==> src/rtl/xbar_pkt_switch.sv <==
// Packet-aware N x M crossbar with per-output round-robin arbitration.
// A grant is held from the first beat through the last beat of a packet.
// Optional per-output packet counters: define XBAR_PKT_CNT_EN.
module xbar_pkt_switch #(
    parameter int XBAR_INPUT     = 4,
    parameter int XBAR_INPUT_L2  = $clog2(XBAR_INPUT),
    parameter int XBAR_OUTPUT    = 4,
    parameter int XBAR_OUTPUT_L2 = (XBAR_OUTPUT > 1) ? $clog2(XBAR_OUTPUT) : 1,
    parameter int XBAR_WIDTH     = 8
) (
    input  logic                                      clk,
    input  logic                                      rstn,
    input  logic [XBAR_INPUT-1:0][XBAR_WIDTH-1:0]     in_data,
    input  logic [XBAR_INPUT-1:0][XBAR_OUTPUT_L2-1:0] in_dest,
    input  logic [XBAR_INPUT-1:0]                     in_valid,
    input  logic [XBAR_INPUT-1:0]                     in_last,
    output logic [XBAR_INPUT-1:0]                     in_ready,
    output logic [XBAR_OUTPUT-1:0][XBAR_WIDTH-1:0]    out_data,
    output logic [XBAR_OUTPUT-1:0]                    out_valid,
    output logic [XBAR_OUTPUT-1:0]                    out_last,
`ifdef XBAR_PKT_CNT_EN
    output logic [XBAR_OUTPUT-1:0][31:0]              out_pkt_cnt,
`endif
    input  logic [XBAR_OUTPUT-1:0]                    out_ready
);

    typedef enum logic {
        ST_IDLE = 1'b0,
        ST_LOCK = 1'b1
    } state_e;

    state_e                   state_q  [XBAR_OUTPUT];
    state_e                   state_d  [XBAR_OUTPUT];
    logic [XBAR_INPUT_L2-1:0] grant_q  [XBAR_OUTPUT];
    logic [XBAR_INPUT_L2-1:0] grant_d  [XBAR_OUTPUT];
    logic [XBAR_INPUT_L2-1:0] rr_ptr_q [XBAR_OUTPUT];
    logic [XBAR_INPUT_L2-1:0] rr_ptr_d [XBAR_OUTPUT];

    logic [XBAR_INPUT-1:0]                  locked;
    logic [XBAR_OUTPUT-1:0][XBAR_INPUT-1:0] req;

    // First requester at or after ptr, searching cyclically upward.
    // Returns {found, index}.
    function automatic logic [XBAR_INPUT_L2:0] rr_pick(
        input logic [XBAR_INPUT-1:0]    r,
        input logic [XBAR_INPUT_L2-1:0] ptr
    );
        logic                     found;
        logic [XBAR_INPUT_L2-1:0] win;
        logic [XBAR_INPUT_L2-1:0] idx;
        found = 1'b0;
        win   = '0;
        for (int k = 0; k < XBAR_INPUT; k++) begin
            idx = XBAR_INPUT_L2'((int'(ptr) + k) % XBAR_INPUT);
            if (!found && r[idx]) begin
                found = 1'b1;
                win   = idx;
            end
        end
        return {found, win};
    endfunction

    // Inputs held by a locked output; only those may see ready.
    always_comb begin
        locked   = '0;
        in_ready = '0;
        for (int m = 0; m < XBAR_OUTPUT; m++) begin
            if (state_q[m] == ST_LOCK) begin
                locked[grant_q[m]]   = 1'b1;
                in_ready[grant_q[m]] = out_ready[m];
            end
        end
    end

    // Request matrix: a free, valid input asks only for its own destination.
    always_comb begin
        req = '0;
        for (int m = 0; m < XBAR_OUTPUT; m++) begin
            for (int i = 0; i < XBAR_INPUT; i++) begin
                req[m][i] = in_valid[i] && !locked[i] &&
                            (in_dest[i] == XBAR_OUTPUT_L2'(m));
            end
        end
    end

    // Per-output arbiter next state: grant in IDLE, release on last beat.
    always_comb begin
        logic [XBAR_INPUT_L2:0] pick;
        for (int m = 0; m < XBAR_OUTPUT; m++) begin
            state_d[m]  = state_q[m];
            grant_d[m]  = grant_q[m];
            rr_ptr_d[m] = rr_ptr_q[m];
            pick        = rr_pick(req[m], rr_ptr_q[m]);
            if (state_q[m] == ST_IDLE) begin
                if (pick[XBAR_INPUT_L2]) begin
                    grant_d[m] = pick[XBAR_INPUT_L2-1:0];
                    state_d[m] = ST_LOCK;
                end
            end else begin
                if (in_valid[grant_q[m]] && out_ready[m] &&
                    in_last[grant_q[m]]) begin
                    state_d[m]  = ST_IDLE;
                    rr_ptr_d[m] = (int'(grant_q[m]) == XBAR_INPUT - 1) ?
                                  '0 : grant_q[m] + 1'b1;
                end
            end
        end
    end

    // Arbiter state registers.
    always_ff @(posedge clk or negedge rstn) begin
        if (!rstn) begin
            for (int m = 0; m < XBAR_OUTPUT; m++) begin
                state_q[m]  <= ST_IDLE;
                grant_q[m]  <= '0;
                rr_ptr_q[m] <= '0;
            end
        end else begin
            for (int m = 0; m < XBAR_OUTPUT; m++) begin
                state_q[m]  <= state_d[m];
                grant_q[m]  <= grant_d[m];
                rr_ptr_q[m] <= rr_ptr_d[m];
            end
        end
    end

    // Locked outputs pass the granted input straight through.
    always_comb begin
        out_data  = '0;
        out_valid = '0;
        out_last  = '0;
        for (int m = 0; m < XBAR_OUTPUT; m++) begin
            if (state_q[m] == ST_LOCK) begin
                out_data[m]  = in_data[grant_q[m]];
                out_valid[m] = in_valid[grant_q[m]];
                out_last[m]  = in_last[grant_q[m]];
            end
        end
    end

`ifdef XBAR_PKT_CNT_EN
    logic [31:0] cnt_q [XBAR_OUTPUT];
    logic [31:0] cnt_d [XBAR_OUTPUT];

    // Count accepted last beats; wraps naturally at 2^32.
    always_comb begin
        for (int m = 0; m < XBAR_OUTPUT; m++) begin
            cnt_d[m] = cnt_q[m] +
                       {31'd0, out_valid[m] & out_ready[m] & out_last[m]};
            out_pkt_cnt[m] = cnt_q[m];
        end
    end

    // Packet counter registers.
    always_ff @(posedge clk or negedge rstn) begin
        if (!rstn) begin
            for (int m = 0; m < XBAR_OUTPUT; m++) begin
                cnt_q[m] <= '0;
            end
        end else begin
            for (int m = 0; m < XBAR_OUTPUT; m++) begin
                cnt_q[m] <= cnt_d[m];
            end
        end
    end
`endif

endmodule

==> config.mk <==
export PLATFORM = sky130hd
export DESIGN_NAME = xbar_pkt_switch
export DESIGN_NICKNAME = d
export VERILOG_FILES = /design/src/rtl/xbar_pkt_switch.sv
export SDC_FILE = /design/constraint.sdc
export NUM_CORES = 1
export LEC_CHECK = 0
export BUFFER_PORTS_ARGS = -buffer_cell sky130_fd_sc_hd__clkbuf_2
export CORE_MARGIN = 2
export CORE_UTILIZATION = 32
export CTS_CLUSTER_DIAMETER = 150
export DETAILED_ROUTE_END_ITERATION = 8
export GPL_TIMING_DRIVEN = 0
export PLACE_DENSITY_LB_ADDON = 0.3
export RECOVER_POWER = 50
export SYNTH_ARGS = -nofsm -noshare
export SYNTH_HDL_FRONTEND = slang
export SYNTH_SLANG_ARGS = --single-unit
export TNS_END_PERCENT = 50
==> constraint.sdc <==
create_clock -name clk -period 3.3 [get_ports clk]
set_input_delay 0.33 -clock clk [delete_from_list [all_inputs] [get_ports clk]]
set_output_delay 0.33 -clock clk [all_outputs]
set_load 0.02 [all_outputs]
==> flow_summary.toml <==
[detailed_routing]
vias_per_cell = 5.80
ant_nets = 0
drcViolationCount = 0
wl_per_cell_um = 19.3
drtPass1Iterations = 5
vias = 2993
wirelength_mm = 9.98
dr.first_iter.drc_count = 209

[sta]
finalCriticalPeriod_ps = 3000
skew_ps = 1.64
fin_hold_ws_ps = 310
max_freq_mhz = 333
layout_setup_ws_ps = 300
setup_viol = 0
min_period_over_period_pct = 90.9
hold_violations = 0
tightest_slew_ps = 1260
slew_viol_final = 0
rsz0062_at_grt = "no"
finalSetupTns_ps = 0
maxSlewHeadroom_pct = 16.2

[global_routing]
grt_pass1_vias = 3023
grtUsageTotal_pct = 19.8
grt_max_degree = 21
grt_pass1_wl_mm = 15.7
overflow = 0
antenna_found_initial = 0

[place]
io_buffers = 97
post-place-ws_ps = -274
dp_hpwl_mm = 8.13
placed_cell_area_mm2 = 0.00362
place_congestion = 0.862

[synth]
ys_seq_area_share_pct = 16.7
synth_flop_cell = "dfrtp_1"
yosysTopAreaCellShare_pct = 30.1
synth_edf_count = 0
async_flop_share_pct = 100
synth_nets = 371
synth_warnings = 0
syn_avg_cell_area_um2 = 9.94
syn_area_mm2 = 0.00299
synth.area.top_cells = "mux4_2 30%, dfrtp_1 17%, and2_1 8.8%"
synth_top_cell_by_area = "mux4_2"
ys_types = 56
synthCells = 301
yosys_register_bits = 20

[clocking]
cts_tree = "yes"
root_buffer = "clkbuf_8"
clk_pin_slew_ps = 80
htree_levels = 1
cts.path.max_buffers = 2
cts_hold_buf = 0
numCtsBuffers = 3
cts.sinks = 20
clkLatencyLatePin_ps = 270

[floorplanning]
core_area_mm2 = 0.00915
die_x_um = 101
start_util_pct = 32.7
std_cell_rows = 35
die_area_mm2 = 0.0101
num_io_pins = 98
die_h_um = 101

[critical_path]
cp_slowest_cell = "dfrtp_1"
cp_slowest_stage_delay_ps = 530
criticalPathCategory = "reg -> reg"
reg2regPathDepth = 10
required_ps = 3440
cp.arrival_ps = 3140
worstPathCellList = "clkdlybuf4s15_2 > inv_1 > ha_1 > a222oi_1 > buf_4 > nand4b_2 > clkinv_1 > mux2_1 > a22oi_1 > o31ai_2"
crit-reg2reg-launch = "grant_q[4]"
crit_fanout = 10
reg2reg_slack_ps = 300
setup.worst_path.start = "grant_q[4]"
crit_path_end_kind = "flop"
crit_path_start_kind = "flop"
endpoint = "grant_q[5]"
r2r_end = "grant_q[5]"

[finish]
final_cell_mix = "87 x clkbuf_2, 40 x mux4_2, 38 x and2_1, 20 x clkbuf_1, 20 x dfrtp_1"
areaGrowthSynthToFinish_pct = 24.2
nets = 476
drive_gt1_share_pct = 38.0
nFillCells = 943
multi_input_area_mm2 = 0.00236
n_antenna_cell = 0
seqCellArea_um2 = 500
final_common_cell = "clkbuf_2"
fin_area_mm2 = 0.00372
final_util_pct = 40.6

[power_and_ir_drop]
p_leak_nw = 1.56
vdd_drop_max_v = 0.000264
p_per_area_mw_per_mm2 = 958

[run]
drv_cap = 0

[hold_path]
hp-class = "in -> async"

[outcome]
status = "finished clean"
[power breakdown]
group	leakage, nW	internal (W)	switching [W]
clock network	0.0357	0.000162	0.0000934
registers	0.241	0.000360	0.000159
logic	1.29	0.00121	0.00158
total	1.56	0.00173	0.00183
[worst min path at each step]
stage / start / end / slack, ps / depth (start not counted)
floorplan: rstn / grant_q[0] / 30 / 0
global placement: rstn / grant_q[0] / 350 / 1
detailed placement: rstn / rr_ptr_q[2] / 350 / 1
CTS: rstn / rr_ptr_q[3] / 60 / 1
global route: rstn / rr_ptr_q[3] / 380 / 1
finish: rstn / rr_ptr_q[2] / 310 / 1
[final cells by class]
class | instances | area share [%]
Buffer | 19 | 2.63
Tap cell | 111 | 3.74
Timing Repair Buffer | 100 | 13.3
Clock buffer | 3 | 1.11
Inverter | 15 | 1.52
Clock inverter | 1 | 0.808
Sequential cell | 20 | 13.5
Multi-Input combinational cell | 247 | 63.4
[worst max-delay path: cells and delay by family (launching register included)]
family	cells	cell delay, ps
muxes	1	320
and+or+nand+nor	1	200
adders and majority gates	1	250
buffers and inverters	4	960
AOI/OAI and AO/OA	3	620
DFF	1	530
[flip-flops by register name, summed over array words and instances (netlist names)]
name	count
grant_q	8
state_q	4
rr_ptr_q	8
[kinds of logic after synthesis]
logic type	count (synthesis)	share of synthesized area [%]
muxes	47	32.7
buffers and inverters	34	4.56
DFF	20	16.7
and+or+nand+nor	109	21.2
AOI/OAI and AO/OA	75	18.1
adders and majority gates	16	6.69
[stage by stage]
step / power [W] / cells
2_1_floorplan: 0.00246 / 301
3_3_place_gp: 0.00324 / 509
3_5_place_dp: 0.00327 / 509
4_1_cts: 0.00357 / 515
5_1_grt: 0.00383 / 516
6_report: 0.00356 / 516
[cells in the mapped netlist, types with 5 or more instances]
cell	number
and2_1	42
mux4_2	40
dfrtp_1	20
nand2_1	19
ha_1	16
inv_1	14
a21oi_1	13
o21ai_0	12
nand4_1	11
nor2_1	11
buf_1	9
clkbuf_1	8
nand3_1	8
a21boi_0	5
mux2_2	5
o31ai_1	5
[metal layers]
layer	track usage [%]	up-vias	wire, um
li1	-	1399	-
met1	24.8	1481	4320
met2	35.6	106	5030
met3	2.57	7	547
met4	5.48	0	82
met5	0	-	0
[repair_timing]
action	4_1_cts	5_1_grt
hold endpoints to repair	0	0
pin swaps	1	1
setup endpoints to repair	7	3
setup buffers	2	1
gates resized for setup	6	1
cloned	0	0
(Power assumes the default switching activity.)
